### config.mk
export PLATFORM = sky130hd
export DESIGN_NAME = mem_stream_loader_flat
export DESIGN_NICKNAME = d
export VERILOG_FILES = /design/src/rtl/mem_stream_loader_pkg.sv /design/src/rtl/mem_stream_loader_if.sv /design/src/rtl/mem_stream_loader_addr_ptr.sv /design/src/rtl/mem_stream_loader.sv /design/src/flat_wrapper.sv
export SDC_FILE = /design/constraint.sdc
export NUM_CORES = 1
export LEC_CHECK = 0
export ABC_AREA = 1
export CORE_UTILIZATION = 55
export CTS_BUF_LIST = sky130_fd_sc_hd__clkbuf_4
export DETAILED_ROUTE_END_ITERATION = 8
export PLACE_DENSITY_LB_ADDON = 0.05
export SLEW_MARGIN = 20
export SYNTH_ARGS = -nofsm -noshare
export SYNTH_HDL_FRONTEND = slang
export SYNTH_SLANG_ARGS = --single-unit
### constraint.sdc
create_clock -name clk -period 4.7 [get_ports clk]
set_input_delay 0.94 -clock clk [delete_from_list [all_inputs] [get_ports clk]]
set_output_delay 0.94 -clock clk [all_outputs]
set_load 0.03 [all_outputs]
### src/rtl/mem_stream_loader_pkg.sv
// Shared opcodes, FSM state encoding and default geometry for the SNN weight/delay
// memory stream loader.
package mem_stream_loader_pkg;

  localparam int M_DEF  = 320;
  localparam int N_DEF  = 8;
  localparam int AW_DEF = 9;

  localparam logic [7:0] OPC_WRITE = 8'h01;
  localparam logic [7:0] OPC_READ  = 8'h02;

  typedef enum logic [2:0] {
    ST_IDLE    = 3'd0,
    ST_CMD     = 3'd1,
    ST_AHI     = 3'd2,
    ST_ALO     = 3'd3,
    ST_WRITE   = 3'd4,
    ST_READ    = 3'd5,
    ST_DISCARD = 3'd6
  } state_t;

endpackage

### src/rtl/mem_stream_loader_if.sv
// Byte-stream input, memory port and read-back/status bundle of the stream loader.
// The slave modport is the loader; the master modport is the deframer/memory side.
interface mem_stream_loader_if import mem_stream_loader_pkg::*; #(
  parameter int N  = N_DEF,
  parameter int AW = AW_DEF
);

  logic          frame_start;
  logic          frame_end;
  logic          in_valid;
  logic [7:0]    in_data;
  logic          in_ready;
  logic [AW-1:0] mem_addr;
  logic [N-1:0]  mem_wdata;
  logic          mem_we;
  logic [N-1:0]  mem_rdata;
  logic          rd_valid;
  logic [7:0]    rd_data;
  logic          busy;
  logic          err;

  modport slave (
    input  frame_start, frame_end, in_valid, in_data, mem_rdata,
    output in_ready, mem_addr, mem_wdata, mem_we, rd_valid, rd_data, busy, err
  );

  modport master (
    output frame_start, frame_end, in_valid, in_data, mem_rdata,
    input  in_ready, mem_addr, mem_wdata, mem_we, rd_valid, rd_data, busy, err
  );

endinterface

### src/rtl/mem_stream_loader_addr_ptr.sv
// Loadable AW-bit memory pointer that wraps from M-1 to 0.
// o_ptr_nxt/o_out_of_range describe the value the pointer takes on the next edge.
module mem_addr_ptr import mem_stream_loader_pkg::*; #(
  parameter int M  = M_DEF,
  parameter int AW = AW_DEF
) (
  input  logic          clk,
  input  logic          reset,
  input  logic          i_load_hi,
  input  logic          i_load_lo,
  input  logic          i_inc,
  input  logic [7:0]    i_byte,
  output logic [AW-1:0] o_ptr,
  output logic [AW-1:0] o_ptr_nxt,
  output logic          o_out_of_range
);

  logic [AW-1:0] r_ptr;
  logic [AW-1:0] w_ptr_nxt;

  always_comb begin
    w_ptr_nxt = r_ptr;
    if (i_load_hi) begin
      w_ptr_nxt[AW-1:8] = i_byte[AW-9:0];
    end else if (i_load_lo) begin
      w_ptr_nxt[7:0] = i_byte;
    end else if (i_inc) begin
      // >= rather than == so a stray out-of-range value still recovers to 0
      if (r_ptr >= AW'(M - 1)) begin
        w_ptr_nxt = '0;
      end else begin
        w_ptr_nxt = r_ptr + AW'(1);
      end
    end else begin
      w_ptr_nxt = r_ptr;
    end
  end

  always_ff @(posedge clk or posedge reset) begin
    if (reset) begin
      r_ptr <= '0;
    end else begin
      r_ptr <= w_ptr_nxt;
    end
  end

  assign o_ptr          = r_ptr;
  assign o_ptr_nxt      = w_ptr_nxt;
  assign o_out_of_range = ({1'b0, w_ptr_nxt} >= (AW + 1)'(M));

endmodule

### src/rtl/mem_stream_loader.sv
// Command parser for the SNN register-file memory: CMD, ADDR_HI, ADDR_LO, then a
// burst of data bytes written to, or read back from, consecutive wrapping addresses.
module mem_stream_loader import mem_stream_loader_pkg::*; #(
  parameter int M  = M_DEF,
  parameter int N  = N_DEF,
  parameter int AW = AW_DEF
) (
  input  logic               clk,
  input  logic               reset,
  mem_stream_loader_if.slave bus
);

  state_t        r_state;
  logic          r_busy;
  logic          r_mode_rd;
  logic          r_err;
  logic          r_mem_we;
  logic          r_rd_valid;
  logic [AW-1:0] r_mem_addr;
  logic [N-1:0]  r_mem_wdata;
  logic [7:0]    r_rd_data;

  logic          w_acc;
  logic          w_load_hi;
  logic          w_load_lo;
  logic          w_inc;
  logic          w_nxt_oor;
  logic [AW-1:0] w_ptr;
  logic [AW-1:0] w_ptr_nxt;
  logic [7:0]    w_rd_byte;

  // frame_start aborts the frame, so a byte arriving with it is dropped
  assign w_acc     = bus.in_valid & r_busy & ~bus.frame_start;
  assign w_load_hi = w_acc & (r_state == ST_AHI);
  assign w_load_lo = w_acc & (r_state == ST_ALO);
  assign w_inc     = w_acc & ((r_state == ST_WRITE) | (r_state == ST_READ));

  mem_addr_ptr #(.M(M), .AW(AW)) u_ptr (
    .clk            (clk),
    .reset          (reset),
    .i_load_hi      (w_load_hi),
    .i_load_lo      (w_load_lo),
    .i_inc          (w_inc),
    .i_byte         (bus.in_data),
    .o_ptr          (w_ptr),
    .o_ptr_nxt      (w_ptr_nxt),
    .o_out_of_range (w_nxt_oor)
  );

  always_comb begin
    w_rd_byte        = 8'h00;
    w_rd_byte[N-1:0] = bus.mem_rdata;
  end

  always_ff @(posedge clk or posedge reset) begin
    if (reset) begin
      r_state     <= ST_IDLE;
      r_busy      <= 1'b0;
      r_mode_rd   <= 1'b0;
      r_err       <= 1'b0;
      r_mem_we    <= 1'b0;
      r_rd_valid  <= 1'b0;
      r_mem_addr  <= '0;
      r_mem_wdata <= '0;
      r_rd_data   <= 8'h00;
    end else begin
      r_mem_we   <= 1'b0;
      r_rd_valid <= 1'b0;
      // a write address lags the pointer by one cycle; catch up after each write
      if (r_mem_we) begin
        r_mem_addr <= w_ptr;
      end
      if (bus.frame_start) begin
        r_state <= ST_CMD;
        r_busy  <= 1'b1;
        r_err   <= 1'b0;
      end else begin
        if (w_acc) begin
          case (r_state)
            ST_CMD: begin
              if (bus.in_data == OPC_WRITE) begin
                r_mode_rd <= 1'b0;
                r_state   <= ST_AHI;
              end else if (bus.in_data == OPC_READ) begin
                r_mode_rd <= 1'b1;
                r_state   <= ST_AHI;
              end else begin
                r_err   <= 1'b1;
                r_state <= ST_DISCARD;
              end
            end
            ST_AHI: r_state <= ST_ALO;
            ST_ALO: begin
              if (w_nxt_oor) begin
                r_err   <= 1'b1;
                r_state <= ST_DISCARD;
              end else begin
                r_state    <= r_mode_rd ? ST_READ : ST_WRITE;
                r_mem_addr <= w_ptr_nxt;
              end
            end
            ST_WRITE: begin
              r_mem_we    <= 1'b1;
              r_mem_wdata <= bus.in_data[N-1:0];
              r_mem_addr  <= w_ptr;
            end
            ST_READ: begin
              r_rd_valid <= 1'b1;
              r_rd_data  <= w_rd_byte;
              r_mem_addr <= w_ptr_nxt;
            end
            ST_DISCARD: r_state <= ST_DISCARD;
            default: begin
              r_state <= ST_IDLE;
              r_busy  <= 1'b0;
            end
          endcase
        end
        if (bus.frame_end) begin
          r_state <= ST_IDLE;
          r_busy  <= 1'b0;
        end
      end
    end
  end

  assign bus.in_ready  = r_busy;
  assign bus.busy      = r_busy;
  assign bus.err       = r_err;
  assign bus.mem_we    = r_mem_we;
  assign bus.mem_addr  = r_mem_addr;
  assign bus.mem_wdata = r_mem_wdata;
  assign bus.rd_valid  = r_rd_valid;
  assign bus.rd_data   = r_rd_data;

endmodule

### src/flat_wrapper.sv
// flat-port wrapper written by rule: the top's interface ports become plain ports
module mem_stream_loader_flat import mem_stream_loader_pkg::*;
#(
  parameter int M  = M_DEF,
  parameter int N  = N_DEF,
  parameter int AW = AW_DEF
)
  (clk, reset, bus_frame_start, bus_frame_end, bus_in_valid, bus_in_data, bus_mem_rdata, bus_in_ready, bus_mem_addr, bus_mem_wdata, bus_mem_we, bus_rd_valid, bus_rd_data, bus_busy, bus_err);
  mem_stream_loader_if #(.N(N), .AW(AW)) bus_i ();
  input  logic clk;
  input  logic reset;
  input wire logic [$bits(bus_i.frame_start)-1:0] bus_frame_start;
  input wire logic [$bits(bus_i.frame_end)-1:0] bus_frame_end;
  input wire logic [$bits(bus_i.in_valid)-1:0] bus_in_valid;
  input wire logic [$bits(bus_i.in_data)-1:0] bus_in_data;
  input wire logic [$bits(bus_i.mem_rdata)-1:0] bus_mem_rdata;
  output wire logic [$bits(bus_i.in_ready)-1:0] bus_in_ready;
  output wire logic [$bits(bus_i.mem_addr)-1:0] bus_mem_addr;
  output wire logic [$bits(bus_i.mem_wdata)-1:0] bus_mem_wdata;
  output wire logic [$bits(bus_i.mem_we)-1:0] bus_mem_we;
  output wire logic [$bits(bus_i.rd_valid)-1:0] bus_rd_valid;
  output wire logic [$bits(bus_i.rd_data)-1:0] bus_rd_data;
  output wire logic [$bits(bus_i.busy)-1:0] bus_busy;
  output wire logic [$bits(bus_i.err)-1:0] bus_err;
  assign bus_i.frame_start = bus_frame_start;
  assign bus_i.frame_end = bus_frame_end;
  assign bus_i.in_valid = bus_in_valid;
  assign bus_i.in_data = bus_in_data;
  assign bus_i.mem_rdata = bus_mem_rdata;
  assign bus_in_ready = bus_i.in_ready;
  assign bus_mem_addr = bus_i.mem_addr;
  assign bus_mem_wdata = bus_i.mem_wdata;
  assign bus_mem_we = bus_i.mem_we;
  assign bus_rd_valid = bus_i.rd_valid;
  assign bus_rd_data = bus_i.rd_data;
  assign bus_busy = bus_i.busy;
  assign bus_err = bus_i.err;
  mem_stream_loader #(.M(M), .N(N), .AW(AW)) u_core (.clk(clk), .reset(reset), .bus(bus_i));
endmodule
==> run metrics, run 1 <==
Pwr Density 445 mW/mm^2; vias in the first global route about 2.2k; Layout Nets ~420; Die Span Y ~69 um; Crit. End Element output pin; CTS hold repair buffers 0; Hold/Removal Path Class reg -> reg; share of layout cells above drive strength 1 under 10%; Worst R2R Start u_core.u_ptr.o_ptr[1]; Setup-failing EPs final 0; drt first pass iters 5; VDD IR max between 200 and 250 uV; Routed WL per cell between 10 and 15 um; CP Cell Sequence clkdlybuf4s50_1; synthesized area about 0.0025 sq mm; Crit path max-delay family buffers and inverters; RSZ-0062 raised after global routing false; DR iter-0 viols between 150 and 200; GRT Residual Overflow 0; Setup Skew about 0.018 ns; post_cts resized 0; first-pass GRT wire length 9780 um; final hold slack just under 0.5 ns; Routed WL about 6000 um; # Post-CTS Setup Buffers 0; row cnt 23; Mapped Nets ~370; Filler Cell Count between 300 and 400; cts bufs inserted 5; Die ar. ~0.0047 sq mm; fin crit share 60.0%; arrival time worst endpoint 1.88 ns; CP required around 3.8 ns; Worst-path clk slew 0.13 ns; maxcap violations 0; path type of the worst setup path reg -> out; CTS sink count 42; Slew @ Worst Pin 0.842 ns; routed vias 2426; Tmin final 2.82 ns; clock tree from TritonCTS built; IO Port Bufs 50; top post-synthesis cells by area dfrtp_1 (43%), nand2_1 (18%), inv_1 (7.3%), nor2_1 (5.0%), nand3_1 (4.9%); antenna viol nets, final 0; H-Tree Depth 2; Ports between 50 and 60; routability cong. between 0.9 and 1; largest net degree at the start of global routing 24; met1 usage a little over a third; syn avg cell area roughly 7.0 sq um; Leak Pwr roughly 1.5 nW; Worst Setup EP bus_mem_we; clk root buf clkbuf_4; Area growth, synth to finish 24.0%; most crowded layer after global routing met2; post-synth top area cell dfrtp_1; clk buf depth 2; Critical path origin u_core.bus.mem_we; Vias/cell about 5.4; GR Util met3 about 5.9%; slowest stage cell, crit path clkdlybuf4s50_1; total track usage between 20% and 30%; Yosys top cell area share 42.7%; Core ar. a little over 0.004 sq mm; final core utilization 73.7%; later-pin clock latency in the skew report 0.37 ns; crit path max fanout 19; Fin Setup TNS 0 ns; Final Hold Vio Count 0; DPL Wire Length 4750 um; Rel. slew slack 43.8%; Inserted Diodes 0; Yosys cell types 31; Synth warnings 0; Starting Density just under 60%; Worst path max stage delay roughly 0.8 ns; #FFs+latches synth 42; crit start category register; Die W a little under 70 um; FF-to-FF End u_core.bus.mem_addr[2]; post-synthesis sequential area ratio a little over two fifths; GR Util met2 approximately half; final slew viol count 0; post-synthesis instance total 350; outcome finished clean; initial antenna violation count 0; Worst R2R Path Depth 15; FF-to-FF setup slack ~2.5 ns; DRC 0; Max Freq ~350 MHz; Buf+Inv Stages, Crit Path 1; Crit path depth 1
-- cells in the mapped netlist, drive strengths merged --
library cell	count
o211ai	1
mux2	1
nand3b	1
clkbuf	4
dfrtp	42
nand4	7
or2	4
ha	1
nor2	39
xor2	2
o221ai	1
nand3	27
a22oi	1
o21ai	23
buf	3
inv	51
a21oi	11
nor3	2
o22ai	4
nand2	122
nor4	3
-- layout by cell type (no fill, tap or decap), types with 3 or more instances in the layout --
master / n
a21oi_1: 11
clkbuf_4: 5
clkdlybuf4s50_1: 50
dfrtp_1: 42
inv_1: 48
inv_2: 3
nand2_1: 116
nand2_2: 4
nand3_1: 24
nand4_1: 7
nor2_1: 33
nor2_2: 4
nor4_1: 3
o21ai_0: 22
o22ai_1: 4
or2_1: 4
-- kinds of logic after synthesis --
kind of cell,share of synthesized area [%]
simple gates,37.2
buf+inv,9.35
flops,42.7
compound gates,9.04
xor+xnor,0.712
mux,0.457
fa+ha+maj,0.508
-- cell type report --
| type | instances | area [sq um] | share of cell area (%) |
|---|---|---|---|
| Clock buffer | 5 | 37.5 | 1.23 |
| Multi-Input combinational cell | 250 | 1180 | 38.7 |
| Clock inverter | 3 | 21.3 | 0.697 |
| Inverter | 51 | 191 | 6.27 |
| Sequential cell | 42 | 1050 | 34.4 |
| Timing Repair Buffer | 51 | 508 | 16.6 |
| Tap cell | 50 | 62.6 | 2.05 |
-- worst register-to-register path, cell delays in order (launching register included) --
cell     delay, ns
dfrtp_1       0.43
ha_1          0.26
nand3_2       0.12
nor2_2        0.15
nor2_1        0.05
nand2_1       0.09
nand3_1       0.14
nand2_2       0.15
nor2_1        0.06
nor2_2        0.14
nand2_4       0.11
nand2_4       0.12
nand2_2       0.08
nor2_1        0.12
nor2_1        0.05
nor2_1        0.08
-- registers in the layout, summed over array words and instances (netlist names) --
name                  flops
u_core.bus.mem_we         1
u_core.bus.busy           1
u_core.bus.mem_addr       9
u_core.r_mode_rd          1
u_core.bus.rd_valid       1
u_core.u_ptr.o_ptr        9
u_core.bus.rd_data        8
u_core.bus.err            1
u_core.r_state            3
u_core.bus.mem_wdata      8
-- metal layers --
metal  share of wire [%]  up-vias
met3                 5.6       10
met1                  44     1120
met5                   0        -
li1                    -     1206
met4                 1.8        0
met2                  48       90
-- worst min path at each step --
stage | cells past startpoint | start | end
2_1_floorplan | 1 | u_core.r_mode_rd | u_core.r_mode_rd
3_3_place_gp | 2 | u_core.bus.mem_wdata[2] | u_core.bus.mem_wdata[2]
3_5_place_dp | 2 | u_core.bus.rd_data[7] | u_core.bus.rd_data[7]
4_1_cts | 2 | u_core.bus.mem_wdata[2] | u_core.bus.mem_wdata[2]
5_1_grt | 2 | u_core.bus.rd_data[7] | u_core.bus.rd_data[7]
6_report | 2 | u_core.bus.mem_wdata[2] | u_core.bus.mem_wdata[2]
-- metrics by stage --
step	cell area (sq um)	setup slack [ns]	std cells	total power, mW
2_1_floorplan	2460	2.46	350	0.939
3_3_place_gp	2990	1.61	444	1.17
3_5_place_dp	2990	1.54	444	1.17
4_1_cts	3050	1.87	452	1.36
5_1_grt	3050	1.67	452	1.45
6_report	3050	1.88	452	1.36
-- power breakdown --
group | internal, mW | leakage (nW) | switching, mW | total, mW
Combinational | 0.231 | 0.936 | 0.407 | 0.638
Sequential | 0.456 | 0.529 | 0.0784 | 0.535
Clock | 0.0583 | 0.0312 | 0.128 | 0.187
No activity file was read; power rests on OpenSTA's default activity.
==> inputs of run 2 (changes only) <==
--- a/config.mk
+++ b/config.mk
@@ -6,7 +6,7 @@
 export NUM_CORES = 1
 export LEC_CHECK = 0
 export ABC_AREA = 1
-export CORE_UTILIZATION = 55
+export CORE_UTILIZATION = 53
 export CTS_BUF_LIST = sky130_fd_sc_hd__clkbuf_4
 export DETAILED_ROUTE_END_ITERATION = 8
 export PLACE_DENSITY_LB_ADDON = 0.05
==> constraint.sdc (replaced) <==
create_clock -name clk -period 2.7 [get_ports clk]
set_input_delay 0.54 -clock clk [delete_from_list [all_inputs] [get_ports clk]]
set_output_delay 0.54 -clock clk [all_outputs]
set_load 0.03 [all_outputs]
==> run 2 against run 1 <==
Setup slack worse by 1.6 ns. Die area grew 3.7%. Worst hold slack got worse by 0.0028 ns. Core utilization decreased by 3.5 points. Wire length decreased by 1.5%. Critical path depth stayed put. Sequential power rose by 73%. Clock power rose by 71%. Global-route usage decreased by 2.6 points. Highest routed layer unchanged. Combinational power rose by 72%. Largest power group unchanged.
==> run metrics, run 2 (synthesized netlist as in run 1, its figures left out) <==
DR iter-0 viols 203 (was 196); Worst-path clk slew 0.12 ns (was 0.13 ns); Worst path max stage delay 0.78 ns (about the same); IO Port Bufs 50 (unchanged); post-route cell area 0.00310 sq mm (was 0.00305 sq mm); crit path max fanout 19 (unchanged); initial antenna violation count 0 (unchanged); Tot Pwr 2.35 mW (was 1.36 mW); Layout Nets 429 (was 423); clock tree from TritonCTS built (unchanged); maxcap violations 0 (unchanged); Routed WL per cell 13.2 um (was 13.6 um); Setup-failing EPs final 0 (unchanged); Crit. End Element output pin (unchanged); fin crit share 88.4%; CP Cell Sequence clkdlybuf4s50_1 (unchanged); Hold/Removal Path Class reg -> reg (unchanged); slowest stage cell, crit path clkdlybuf4s50_1 (unchanged); Max Freq around 420 MHz; final hold slack 0.482 ns (was 0.485 ns); VDD IR max 386 uV (was 205 uV); DPL Wire Length 4520 um (was 4750 um); Die ar. 0.00492 sq mm (was 0.00475 sq mm); Core ar. 0.00441 sq mm (was 0.00414 sq mm); row cnt 24 (was 23); Pwr Density 759 mW/mm^2 (was 445 mW/mm^2); # Post-CTS Setup Buffers 0 (unchanged); sequential cell area 0.00105 sq mm (unchanged); commonest cells after routing, fill and taps aside nand2_1 (116), clkdlybuf4s50_1 (50), inv_1 (48) (unchanged); Crit path max-delay family buffers and inverters (unchanged); largest net degree at the start of global routing 43 (was 24); routability cong. 0.901 (was 0.993); CTS sink count 42 (unchanged); CP required 2.16 ns (was 3.76 ns); later-pin clock latency in the skew report 0.37 ns (about the same); Ports 51 (unchanged); vias in the first global route 2284 (was 2208); crit start category register (unchanged); Area growth, synth to finish 25.7% (was 24.0%); DRC 0 (unchanged); Vias/cell 5.35 (was 5.37); Leak Pwr 1.53 nW (was 1.50 nW); clk buf depth 2 (unchanged); first-pass GRT wire length 10100 um (was 9780 um); commonest non-fill, non-tap cell in the layout nand2_1 (unchanged); total track usage 26.1% (was 28.7%); Fin Setup TNS 0 ns (unchanged); Rel. slew slack 63.7% (was 43.8%); CTS hold repair buffers 0 (unchanged); routed vias 2459 (was 2426); RSZ-0062 raised after global routing false (unchanged); GRT Residual Overflow 0 (unchanged); Buf+Inv Stages, Crit Path 1 (unchanged); Multi-input gate area 0.00118 sq mm (unchanged); Die W 70.2 um (was 68.9 um); Slew @ Worst Pin 0.545 ns (was 0.842 ns); drt first pass iters 6 (was 5); Starting Density 55.8% (was 59.4%); H-Tree Depth 2 (unchanged); outcome finished clean (unchanged); Final Hold Vio Count 0 (unchanged); arrival time worst endpoint 1.85 ns (was 1.88 ns); cts bufs inserted 5 (unchanged); final slew viol count 0 (unchanged); antenna viol nets, final 0 (unchanged); clk root buf clkbuf_4 (unchanged); placed cell area 0.00304 sq mm (was 0.00299 sq mm); post_cts resized 0 (unchanged); Setup Skew 0.00957 ns (was 0.0182 ns); Inserted Diodes 0 (unchanged); final core utilization 70.1% (was 73.7%); Filler Cell Count 399 (was 342); Routed WL 6060 um (was 6150 um); Die Span Y 70.2 um (was 68.9 um); path type of the worst setup path reg -> out (unchanged); share of layout cells above drive strength 1 8.33% (was 7.21%); Tmin final 2.39 ns
[run 2: changes by cell type in the layout (fill, tap and decap cells not counted)]
cell / delta
clkinvlp_4: -1
clkbuf_4: +1
clkinv_1: +1
clkinv_4: -1
buf_4: +6
[run 2: final cells by class]
class                      instances  area share, %
clock inverter                     2          0.283
clock buffer                       6           1.46
inverter                          51           6.18
sequential                        42           34.0
tap                               52           2.10
timing repair buffer              57           17.9
multi-input combinational        250           38.2
[run 2: worst paths after layout]
| check | start | endpoint | slack (ns) | cells after the start |
|---|---|---|---|---|
| max reg2reg | u_core.u_ptr.o_ptr[1] | u_core.bus.mem_addr[2] | 0.53 | 15 |
| max in group asynchronous | reset | u_core.bus.rd_valid | 1.74 | 3 |
| min in group asynchronous | reset | u_core.r_state[2] | 0.60 | 3 |
| min | u_core.bus.mem_wdata[2] | u_core.bus.mem_wdata[2] | 0.48 | 2 |
| min reg2reg | u_core.bus.mem_wdata[2] | u_core.bus.mem_wdata[2] | 0.48 | 2 |
| max | u_core.bus.mem_we | bus_mem_we | 0.31 | 1 |
[run 2: worst min-delay path: cells and delay by family (launching register included)]
family | cells | cell delay (ns)
DFF | 1 | 0.36
and+or+nand+nor | 2 | 0.10
[run 2: power by group]
group	total, mW	internal (mW)	switching [mW]
Clock	0.320	0.108	0.212
Sequential	0.926	0.795	0.131
Combinational	1.10	0.404	0.699
Total	2.35	1.31	1.04
[run 2: per-layer routing]
metal | up-vias | wire, um | track usage (%) | share of wire, %
li1 | 1215 | - | - | -
met1 | 1140 | 2650 | 34.2 | 44
met2 | 86 | 2950 | 42.3 | 49
met3 | 18 | 297 | 4.33 | 4.9
met4 | 0 | 154 | 11.6 | 2.5
met5 | - | 0 | 0 | 0
[run 2: per-stage QoR]
step,setup slack (ns),cells
floorplan,0.813,350
global placement,0.123,452
detailed placement,0.104,452
CTS,0.299,460
global route,0.237,460
finish,0.314,460
==> inputs of run 3 (changes only) <==
--- a/config.mk
+++ b/config.mk
@@ -6,10 +6,12 @@
 export NUM_CORES = 1
 export LEC_CHECK = 0
 export ABC_AREA = 1
+export CORE_MARGIN = 3
 export CORE_UTILIZATION = 53
 export CTS_BUF_LIST = sky130_fd_sc_hd__clkbuf_4
 export DETAILED_ROUTE_END_ITERATION = 8
 export PLACE_DENSITY_LB_ADDON = 0.05
+export RECOVER_POWER = 100
 export SLEW_MARGIN = 20
 export SYNTH_ARGS = -nofsm -noshare
 export SYNTH_HDL_FRONTEND = slang
==> run 3 against run 2 <==
Core utilization shrank 0.11 points. Critical path depth is the same. Total power grew 2.2%. Wire length grew 1.8%.
==> run metrics, run 3 (synthesized netlist as in run 1, its figures left out) <==
post_cts resized 0 (unchanged); total track usage 24.1% (was 26.1%); Die W 74.2 um (was 70.2 um); final slew viol count 0 (unchanged); RSZ-0062 raised after global routing false (unchanged); share of layout cells above drive strength 1 6.86% (was 8.33%); # Post-CTS Setup Buffers 0 (unchanged); Tot Pwr 2.40 mW (was 2.35 mW); Slew @ Worst Pin 1.06 ns (was 0.545 ns); Fin Setup TNS 0 ns (unchanged); VDD IR max 464 uV (was 386 uV); Area growth, synth to finish 25.5% (was 25.7%); Starting Density 55.8% (unchanged); commonest cells after routing, fill and taps aside nand2_1 (116), inv_1 (48), dfrtp_1 (42) (was nand2_1 (116), clkdlybuf4s50_1 (50), inv_1 (48)); Filler Cell Count 383 (was 399); first-pass GRT wire length 10300 um (was 10100 um); DR iter-0 viols 209 (was 203); Ports 51 (unchanged); Setup-failing EPs final 0 (unchanged); path type of the worst setup path reg -> out (unchanged); crit path max fanout 19 (unchanged); antenna viol nets, final 0 (unchanged); sequential cell area 0.00105 sq mm (unchanged); Die ar. 0.00550 sq mm (was 0.00492 sq mm); H-Tree Depth 2 (unchanged); vias in the first global route 2294 (was 2284); crit start category register (unchanged); slowest stage cell, crit path dlygate4sd3_1 (was clkdlybuf4s50_1); Setup Skew 0.0157 ns (was 0.00957 ns); later-pin clock latency in the skew report 0.36 ns (was 0.37 ns); Buf+Inv Stages, Crit Path 1 (unchanged); largest net degree at the start of global routing 43 (unchanged); CP required 2.16 ns (about the same); drt first pass iters 5 (was 6); Leak Pwr 1.57 nW (was 1.53 nW); Max Freq 411 MHz (was 419 MHz); DRC 0 (unchanged); clk root buf clkbuf_4 (unchanged); Vias/cell 5.19 (was 5.35); Multi-input gate area 0.00117 sq mm (was 0.00118 sq mm); cts bufs inserted 5 (unchanged); Crit. End Element output pin (unchanged); Die Span Y 74.2 um (was 70.2 um); maxcap violations 0 (unchanged); Routed WL 6160 um (was 6060 um); Final Hold Vio Count 0 (unchanged); Worst-path clk slew 0.14 ns (was 0.12 ns); Hold/Removal Path Class reg -> reg (unchanged); GRT Residual Overflow 0 (unchanged); clk buf depth 2 (unchanged); Pwr Density 776 mW/mm^2 (was 759 mW/mm^2); Core ar. 0.00441 sq mm (unchanged); DPL Wire Length 4760 um (was 4520 um); IO Port Bufs 50 (unchanged); commonest non-fill, non-tap cell in the layout nand2_1 (unchanged); routed vias 2387 (was 2459); CTS hold repair buffers 0 (unchanged); Tmin final 2.43 ns (was 2.39 ns); fin crit share 90.0% (was 88.4%); outcome finished clean (unchanged); Inserted Diodes 0 (unchanged); CP Cell Sequence dlygate4sd3_1 (was clkdlybuf4s50_1); arrival time worst endpoint 1.89 ns (was 1.85 ns); initial antenna violation count 0 (unchanged); clock tree from TritonCTS built (unchanged); routability cong. 0.920 (was 0.901); Crit path max-delay family buffers and inverters (unchanged); CTS sink count 42 (unchanged); Rel. slew slack 29.5% (was 63.7%); Routed WL per cell 13.4 um (was 13.2 um); row cnt 24 (unchanged); Worst path max stage delay 0.82 ns (was 0.78 ns); Layout Nets 429 (unchanged)
[run 3: worst register-to-register path, cell delays in order (launching register included)]
cell      delay, ns
dfrtp_1        0.42
ha_1           0.22
nand3_2        0.12
nor2_2         0.15
nor2_1         0.06
nand2_1        0.10
nand2_1        0.10
nand2_1        0.07
nand2_1        0.05
nand3b_1       0.11
nand2_2        0.17
o21ai_0        0.32
nand2_1        0.09
nand2_1        0.07
nand2_1        0.05
nand2_1        0.05
[run 3: layout make-up]
type,count,share of cell area [%]
flip-flops and latches,42,34.0
well taps,52,2.11
clock inverters,3,1.42
repair buffers,57,17.3
multi-input cells,250,37.7
clock buffers,5,1.21
inverters,51,6.19
[run 3: power breakdown]
part	switching (mW)	internal [mW]	leakage, nW	total [mW]
sequential	0.127	0.794	0.529	0.922
combinational	0.694	0.362	0.993	1.06
clock	0.225	0.197	0.0456	0.422
total	1.05	1.35	1.57	2.40
[run 3: path summary, 6_finish.rpt]
kind | startpoint | endpoint | slack, ns | depth (start not counted)
max in group asynchronous | reset | u_core.r_mode_rd | 1.09 | 3
setup / recovery | u_core.bus.mem_we | bus_mem_we | 0.27 | 1
hold reg to reg | u_core.bus.rd_data[3] | u_core.bus.rd_data[3] | 0.48 | 2
setup reg to reg | u_core.u_ptr.o_ptr[1] | u_core.bus.mem_addr[7] | 0.52 | 15
min in group asynchronous | reset | u_core.bus.rd_data[6] | 0.96 | 3
hold / removal | u_core.bus.rd_data[3] | u_core.bus.rd_data[3] | 0.48 | 2
[run 3: metal layers]
metal | global-route usage (%) | wire length, um | vias to the layer above
li1 | - | - | 1219
met1 | 31.1 | 2710 | 1102
met2 | 39.8 | 3060 | 60
met3 | 5.14 | 331 | 6
met4 | 8.85 | 61 | 0
met5 | 0 | 0 | -
[run 3: per-stage QoR]
step,instance area [sq um],worst slack (ns),instances,hold slack (ns),util [%]
2_1_floorplan,2460,0.813,350,0.481,-
3_3_place_gp,3040,0.164,452,0.454,68.9
3_5_place_dp,3040,0.0994,452,0.458,68.9
4_1_cts,3120,0.290,460,0.490,70.7
5_1_grt,3090,0.112,460,0.508,70.0
6_report,3090,0.269,460,0.482,70.0
